**config.mk**
```make
export PLATFORM = sky130hd
export DESIGN_NAME = sha256_msg_arbiter
export DESIGN_NICKNAME = d
export VERILOG_FILES = /design/src/rtl/sha256_msg_arbiter_pkg.sv /design/src/rtl/sha256_id_fifo.sv /design/src/rtl/sha256_msg_arbiter.sv
export SDC_FILE = /design/constraint.sdc
export NUM_CORES = 1
export LEC_CHECK = 0
export BUFFER_PORTS_ARGS = -buffer_cell sky130_fd_sc_hd__buf_2
export CORE_AREA = 2 2 140 142
export DETAILED_ROUTE_END_ITERATION = 8
export DIE_AREA = 0 0 142 144
export PLACE_DENSITY = 0.52
export SYNTH_ARGS = -nofsm -noshare
export SYNTH_HDL_FRONTEND = slang
export SYNTH_SLANG_ARGS = --single-unit
```
**constraint.sdc**
```tcl
create_clock -name clk -period 3 [get_ports clk]
set_clock_uncertainty 0.1 [all_clocks]
set_input_delay 0.3 -clock clk [delete_from_list [all_inputs] [get_ports clk]]
set_output_delay 0.3 -clock clk [all_outputs]
set_load 0.005 [all_outputs]
```
**src/rtl/sha256_msg_arbiter_pkg.sv**
```systemverilog
// Shared types and interface widths for the SHA-256 message arbiter.
// The padder interface widths used by the arbiter are defined here.
package sha256_msg_arbiter_pkg;

    localparam int SHA_IF_DATA_W  = 64;
    localparam int SHA_IF_BYTES_W = 4;
    localparam int PERF_CNT_W     = 32;

    typedef enum logic [0:0] {
        IDLE   = 1'b0,
        LOCKED = 1'b1
    } arb_state_e;

    function automatic logic [PERF_CNT_W-1:0] sat_inc(
        input logic [PERF_CNT_W-1:0] v
    );
        return (&v) ? v : v + PERF_CNT_W'(1);
    endfunction

endpackage

```
**src/rtl/sha256_id_fifo.sv**
```systemverilog
// Synchronous FIFO holding source IDs of granted messages, oldest first.
// Push is accepted when full only if a pop happens in the same cycle.
module sha256_id_fifo #(
    parameter int WIDTH = 2,
    parameter int DEPTH = 4
) (
    input  logic             clk,
    input  logic             rst,
    input  logic             push,
    input  logic [WIDTH-1:0] push_data,
    input  logic             pop,
    output logic [WIDTH-1:0] rd_data,
    output logic             full,
    output logic             empty
);

    localparam int AW = (DEPTH > 1) ? $clog2(DEPTH) : 1;
    localparam logic [AW:0] FULL_CNT = DEPTH[AW:0];

    logic [WIDTH-1:0] mem [DEPTH];
    logic [AW-1:0]    wr_ptr;
    logic [AW-1:0]    rd_ptr;
    logic [AW:0]      count;
    logic             do_push;
    logic             do_pop;

    assign empty   = (count == '0);
    assign full    = (count == FULL_CNT);
    assign do_pop  = pop && !empty;
    assign do_push = push && (!full || do_pop);
    assign rd_data = mem[rd_ptr];

    always_ff @(posedge clk or posedge rst) begin
        if (rst) begin
            for (int i = 0; i < DEPTH; i++) begin
                mem[i] <= '0;
            end
            wr_ptr <= '0;
            rd_ptr <= '0;
            count  <= '0;
        end else begin
            if (do_push) begin
                mem[wr_ptr] <= push_data;
                wr_ptr      <= wr_ptr + AW'(1);
            end
            if (do_pop) begin
                rd_ptr <= rd_ptr + AW'(1);
            end
            case ({do_push, do_pop})
                2'b10:   count <= count + (AW+1)'(1);
                2'b01:   count <= count - (AW+1)'(1);
                default: count <= count;
            endcase
        end
    end

endmodule

```
**src/rtl/sha256_msg_arbiter.sv**
```systemverilog
// Round-robin, message-granular arbiter feeding one sha256_padder.
// Optional counters: define SHA256_MSG_ARBITER_PERF_CNT_EN.
module sha256_msg_arbiter
    import sha256_msg_arbiter_pkg::*;
#(
    parameter int NUM_SRC       = 4,
    parameter int SRC_ID_W      = $clog2(NUM_SRC),
    parameter int ID_FIFO_DEPTH = 4
) (
    input  logic                                         clk,
    input  logic                                         rst,
    input  logic [NUM_SRC-1:0]                           src_arb_data_val,
    input  logic [NUM_SRC-1:0][SHA_IF_DATA_W-1:0]        src_arb_data,
    input  logic [NUM_SRC-1:0][SHA_IF_BYTES_W-1:0]       src_arb_data_padbytes,
    input  logic [NUM_SRC-1:0]                           src_arb_data_last,
    output logic [NUM_SRC-1:0]                           arb_src_rdy,
    output logic                                         arb_padder_data_val,
    output logic [SHA_IF_DATA_W-1:0]                     arb_padder_data,
    output logic [SHA_IF_BYTES_W-1:0]                    arb_padder_data_padbytes,
    output logic                                         arb_padder_data_last,
    input  logic                                         padder_arb_rdy,
    output logic                                         arb_dst_id_val,
    output logic [SRC_ID_W-1:0]                          arb_dst_id,
    input  logic                                         dst_arb_id_rdy
`ifdef SHA256_MSG_ARBITER_PERF_CNT_EN
    ,
    output logic [NUM_SRC-1:0][PERF_CNT_W-1:0]           arb_perf_msg_cnt,
    output logic [PERF_CNT_W-1:0]                        arb_perf_stall_cnt
`endif
);

    arb_state_e          state;
    logic [SRC_ID_W-1:0] grant_reg;
    logic [SRC_ID_W-1:0] rr_ptr;
    logic [SRC_ID_W-1:0] winner;
    logic [SRC_ID_W-1:0] idx;
    logic                found;
    logic                fifo_full;
    logic                fifo_empty;
    logic                can_push;
    logic                grant;
    logic                beat_acc;
    logic                msg_done;

    // First valid source at or after rr_ptr, wrapping modulo NUM_SRC.
    always_comb begin
        found  = 1'b0;
        winner = '0;
        idx    = '0;
        for (int i = 0; i < NUM_SRC; i++) begin
            idx = SRC_ID_W'((int'(rr_ptr) + i) % NUM_SRC);
            if (!found && src_arb_data_val[idx]) begin
                found  = 1'b1;
                winner = idx;
            end
        end
    end

    assign arb_dst_id_val = !fifo_empty;
    assign can_push = !fifo_full || (arb_dst_id_val && dst_arb_id_rdy);
    assign grant    = (state == IDLE) && found && can_push;
    assign beat_acc = (state == LOCKED) && src_arb_data_val[grant_reg]
                      && padder_arb_rdy;
    assign msg_done = beat_acc && src_arb_data_last[grant_reg];

    always_comb begin
        arb_src_rdy              = '0;
        arb_padder_data_val      = 1'b0;
        arb_padder_data          = '0;
        arb_padder_data_padbytes = '0;
        arb_padder_data_last     = 1'b0;
        if (state == LOCKED) begin
            arb_src_rdy[grant_reg]   = padder_arb_rdy;
            arb_padder_data_val      = src_arb_data_val[grant_reg];
            arb_padder_data          = src_arb_data[grant_reg];
            arb_padder_data_padbytes = src_arb_data_padbytes[grant_reg];
            arb_padder_data_last     = src_arb_data_last[grant_reg];
        end
    end

    always_ff @(posedge clk or posedge rst) begin
        if (rst) begin
            state     <= IDLE;
            grant_reg <= '0;
            rr_ptr    <= '0;
        end else if (grant) begin
            state     <= LOCKED;
            grant_reg <= winner;
        end else if (msg_done) begin
            state  <= IDLE;
            rr_ptr <= (grant_reg == SRC_ID_W'(NUM_SRC - 1))
                      ? '0 : grant_reg + SRC_ID_W'(1);
        end
    end

    sha256_id_fifo #(
        .WIDTH (SRC_ID_W),
        .DEPTH (ID_FIFO_DEPTH)
    ) u_id_fifo (
        .clk       (clk),
        .rst       (rst),
        .push      (grant),
        .push_data (winner),
        .pop       (dst_arb_id_rdy),
        .rd_data   (arb_dst_id),
        .full      (fifo_full),
        .empty     (fifo_empty)
    );

`ifdef SHA256_MSG_ARBITER_PERF_CNT_EN
    logic stall;

    // Only tag-FIFO back-pressure counts as a stall, not the normal bubble.
    assign stall = (state == IDLE) && (|src_arb_data_val) && !can_push;

    always_ff @(posedge clk or posedge rst) begin
        if (rst) begin
            arb_perf_msg_cnt   <= '0;
            arb_perf_stall_cnt <= '0;
        end else begin
            for (int i = 0; i < NUM_SRC; i++) begin
                if (grant && winner == SRC_ID_W'(i)) begin
                    arb_perf_msg_cnt[i] <= sat_inc(arb_perf_msg_cnt[i]);
                end
            end
            if (stall) begin
                arb_perf_stall_cnt <= sat_inc(arb_perf_stall_cnt);
            end
        end
    end
`endif

endmodule

```
== After elaboration in Yosys (flattened, before gate mapping) ==
Cells that the tools add are included.

* Flip-flop bits (word level): 20
* Output and inout bits: 77
* Logic and storage cells: 99

* Equal/unequal tests: 4
* Magnitude comparators: 9
* Reductions and logical operators: 22
* Multiplexer cells: 41
* Bitwise gates (word level): 5
* Add/sub/neg operators: 8

{| class="wikitable"
|+ Operators with widths
! kind !! number
|-
| 64-bit binary-select mux with 2-bit select || 1
|-
| 64-bit 2-to-1 mux || 2
|-
| 2-bit 2-to-1 mux || 8
|-
| 2-bit by 3-bit < comparator with 1-bit output (second input constant) || 5
|-
| 1-bit 2-to-1 mux || 15
|-
| 1-bit binary-select mux with 2-bit select || 6
|-
| 1-bit logical AND || 12
|-
| 4-bit 2-to-1 mux || 3
|-
| 2-bit by 1-bit adder with 2-bit output (second input constant) || 4
|-
| 4-bit binary-select mux with 2-bit select || 1
|-
| 8-bit bitwise mux || 1
|-
| 3-bit greater-or-equal comparator (second input constant) || 2
|-
| 2-bit inverter with 3-bit output || 2
|-
| 3-bit one-hot mux with 2 select lines || 1
|-
| 1-bit zero test || 5
|-
| 2-bit adder (second input constant) || 2
|-
| 4-bit bitwise AND || 1
|-
| 2-bit binary-select mux with 2-bit select || 1
|-
| 2-bit demux with 2-bit select || 1
|-
| 2-bit == test (second input constant) || 2
|-
| 2-bit nonzero test || 2
|-
| 3-bit by 1-bit adder with 3-bit output (second input constant) || 1
|-
| 3-bit == test (second input constant) || 1
|-
| 3-bit zero test || 1
|-
| other kinds (8) || 9
|}

== Logic depth before layout (Yosys ltp) ==
* Depth in word-level cells: 17
* Gate-level depth with buffers: 10

== By module ==
A second synthesis with hierarchy kept.

* Cells, all modules: 262
* Area, all modules: 3299.4 um^2

{| class="wikitable"
|+ By module, submodules not included
! module !! cells each !! area an instance (um^2) !! sequential area each (um^2) !! instances
|-
| sha256_msg_arbiter || 202 || 2513.7 || 125.1 || 1
|-
| sha256_id_fifo || 60 || 785.8 || 375.4 || 1
|}

== Worst setup path before layout ==
Ideal clock, no wire load.

* Kind: register to register
* From: reg u_id_fifo.count[0]
* To: reg u_id_fifo.count[2]
* Slack: 0.806 ns
* Required time: 2.821 ns
* Library setup time: 0.079 ns
* Arrival time: 2.015 ns
* Stages on the path, launching flop included: 11
* Cells stage by stage: dfrtp_1 nor4b_1 nor3_1 buf_2 inv_1 ha_1 inv_1 fa_1 xor2_1 nor2_1 xor2_1

* Word-level cells in the longest chain between the ends: 8
* Elaborated cells on any way between the ends: 14

{| class="wikitable"
|+ RTL lines
! item !! RTL line !! text
|-
| start: declaration || sha256_id_fifo.sv:23 || <nowiki>logic [AW:0] count;</nowiki>
|-
| start signal: assignment || sha256_id_fifo.sv:50 || <nowiki>2'b10: count <= count + (AW+1)'(1);</nowiki>
|-
| start signal: assignment || sha256_id_fifo.sv:51 || <nowiki>2'b01: count <= count - (AW+1)'(1);</nowiki>
|-
| start signal: assignment || sha256_id_fifo.sv:52 || <nowiki>default: count <= count;</nowiki>
|-
| 3-bit zero test || sha256_id_fifo.sv:27 || <nowiki>assign empty = (count == '0);</nowiki>
|-
| 1-bit zero test || sha256_id_fifo.sv:29, sha256_msg_arbiter.sv:59 ||
|-
| 1-bit logical AND || sha256_id_fifo.sv:29, sha256_msg_arbiter.sv:60 ||
|-
| 1-bit logical OR || sha256_id_fifo.sv:30, sha256_msg_arbiter.sv:60 ||
|-
| 1-bit logical AND || sha256_msg_arbiter.sv:61 || <nowiki>assign grant = (state == IDLE) && found && can_push;</nowiki>
|-
| 1-bit logical AND || sha256_id_fifo.sv:30 || <nowiki>assign do_push = push && (!full || do_pop);</nowiki>
|-
| 2-bit by 1-bit == test with 1-bit output or 2-bit == test (tied branches) || sha256_id_fifo.sv:49 || <nowiki>case ({do_push, do_pop})</nowiki>
|-
| 3-bit one-hot mux with 2 select lines or 2-bit nonzero test (tied branches) || - ||
|}

Parallel ways exist; a longest one is shown, timed or not.
A chain may end at the register's enable or synchronous reset.

== Final worst setup path ==
* From: reg u_id_fifo.count[2]
* To: reg u_id_fifo.count[2]

Same word-level chain as after synthesis.

==> out/qor.yml <==
status:
  status: "complete, no violations"
placement:
  pre_cts_ws_ps: 368
  place_area_um2: 5290
  dp_cells: 835
  finalWeightedCongestion: 0.789
  portBuffers: 360
  dp_hpwl_um: 13800
clocking:
  hold_buffers: 0
  cts_tree: "built"
  cts_sinks: 20
  clock_latency_ps: 250
  clock-root-buffer: "clkbuf_16"
  cts_buffers: 3
  post_cts_resized: 0
  clk_pin_slew_ps: 50
  htreeDepth: 1
  cts_setup_buffers: 0
  cts_max_path_buffers: 2
drt:
  drc: 0
  antenna_left: 0
  postRouteWirelength_um: 16000
  num_vias: 3708
  drt-initial-drc-count: 120
  dr.pass1.iters: 5
  viasPerCell: 4.41
  wire_per_inst_um: 19.0
global_route:
  grt_pass1_vias: 3653
  grt_usage: 0.141
  grt_pass1_wl_um: 22200
  grt_max_degree: 77
  gr-total-overflow: 0
  antenna_found_initial: 3
yosys:
  synth_area_um2: 3230
  synth_edf_count: 0
  async_flop_share: 1.00
  ys_warn_count: 0
  ys.flop_type: "dfrtp_1"
  ys_seq_elements: 20
  synth.distinct_cells: 30
  netlist_instances: 258
  syn_nets: 552
  yosysSeqAreaShare: 0.155
  syn_avg_cell_area_um2: 12.5
die:
  core_area_um2: 19100
  fp.dieW_um: 142
  num_rows: 51
  dieArea_um2: 20400
  fp.dieH_um: 144
  boundaryPins: 361
  start_util: 0.169
finish:
  final_common_cell: "buf_2"
  num-fill-cells: 2051
  top_register: "u_id_fifo.mem"
  largest_register_ffs: 8
  layout-drive-gt1-share: 0.755
  fin_nets: 896
  final_cell_mix: "buf_2 (360), and2_1 (72), mux4_2 (72)"
  fin_cells: 841
  top_regs: "u_id_fifo.mem x8, u_id_fifo.count x3"
  register_area_um2: 509
  utilization: 0.282
  design_area_um2: 5380
  multi_input_area_um2: 2570
  area.growth.synth_to_final_pct: 66.7
timing:
  finalHoldViolCount: 0
  worstMarginPinSlew_ps: 1080
  drv_slew: 0
  relSlewSlack: 0.273
  grt_setup_unrepaired: "no"
  postLayoutSetupSlackWorst_ps: 374
  setup_viol: 0
  fin_crit_ps: 2630
  setup-tns-final_ps: 0
  clock.fmax_ghz: 0.381
  period_share: 0.875
critical_path:
  endpoint_kind: "flip-flop"
  worstSetupPathDepth: 9
  path_cells: "nor4b_1 -> nor3_1 -> inv_1 -> ha_1 -> inv_1 -> fa_1 -> xor2_1 -> nor2_1 -> xor2_1"
  crit_type: "flip-flop to flip-flop"
  crit_buf_inv: 2
  ff2ff_path_depth: 9
  r2r-start: "u_id_fifo.count[2]"
  rr_endpoint: "u_id_fifo.count[2]"
  cp.required_ps: 3030
  worst_setup_path_start_kind: "flip-flop"
  cp_top_family: "simple AND/OR/NAND/NOR gates"
  crit_end: "u_id_fifo.count[2]"
  path_max_fanout: 11
  r2r_slack_ps: 370
  cp.arrival_ps: 2660
  slowest_stage: "nor3_1"
  critPathLaunch: "u_id_fifo.count[2]"
  max_stage_delay_ps: 860
pwr:
  peakVddDrop_v: 0.000601
  power_leakage_nw: 2.66
  power_density_nw_per_um2: 786
min_path:
  hp-class: "primary input to asynchronous set/reset pin"
job:
  maxCapViolations: 0
==> power by group <==
part           switching [W]  internal (W)  leakage, nW
registers           0.000285      0.000417        0.237
clock network      0.0000923      0.000203       0.0442
logic                0.00130       0.00193         2.38
==> synth_stat cells (3+ instances only) <==
master / number / area (um^2)
nand2_1: 7 / 26.3
mux2_2: 10 / 113
xor2_1: 3 / 26.3
nor2_1: 3 / 11.3
and2_1: 72 / 450
a21oi_1: 3 / 15.0
ha_1: 9 / 113
xnor2_1: 3 / 26.3
mux4_2: 72 / 1620
clkbuf_1: 13 / 48.8
inv_1: 11 / 41.3
buf_2: 9 / 45.0
and3_1: 4 / 25.0
dfrtp_1: 20 / 500
==> cell families after synthesis <==
family                     synth area share
and+or+nand+nor                       0.172
muxes                                 0.551
buffers and inverters                0.0489
DFF                                   0.155
adders and majority gates            0.0411
AOI/OAI and AO/OA                    0.0159
xor gates and xnor gates             0.0163
==> cell type report <==
| cell class | instances | area share |
|---|---|---|
| clock buffers | 4 | 0.0165 |
| multi-input cells | 202 | 0.477 |
| repair buffers | 364 | 0.347 |
| flip-flops and latches | 20 | 0.0947 |
| diodes | 2 | 0.000930 |
| inverters | 11 | 0.00767 |
| well taps | 238 | 0.0553 |
==> metal layers <==
metal,GRT usage,up-vias,share of wire
met4,0.0189,2,0.0059
met2,0.242,172,0.51
met3,0.0185,12,0.067
li1,-,1683,-
met1,0.195,1839,0.42
met5,0,-,0.00081
==> metrics by stage <==
stage                     total power (W)  hold slack (ps)
after floorplan                   0.00277              164
after global placement            0.00398              365
after detailed placement          0.00401              378
after CTS                         0.00432              115
after global routing              0.00462              151
final                             0.00423             92.6
==> worst min path at each step <==
stage,start,end,depth (start not counted)
4_1_cts,rst,u_id_fifo.rd_ptr[1],2
2_1_floorplan,rst,grant_reg[0],1
3_5_place_dp,rst,u_id_fifo.rd_ptr[1],2
5_1_grt,rst,u_id_fifo.wr_ptr[1],2
3_3_place_gp,u_id_fifo.count[2],u_id_fifo.count[2],1
6_report,rst,u_id_fifo.rd_ptr[1],2
No activity file was read; power rests on OpenSTA's default activity.
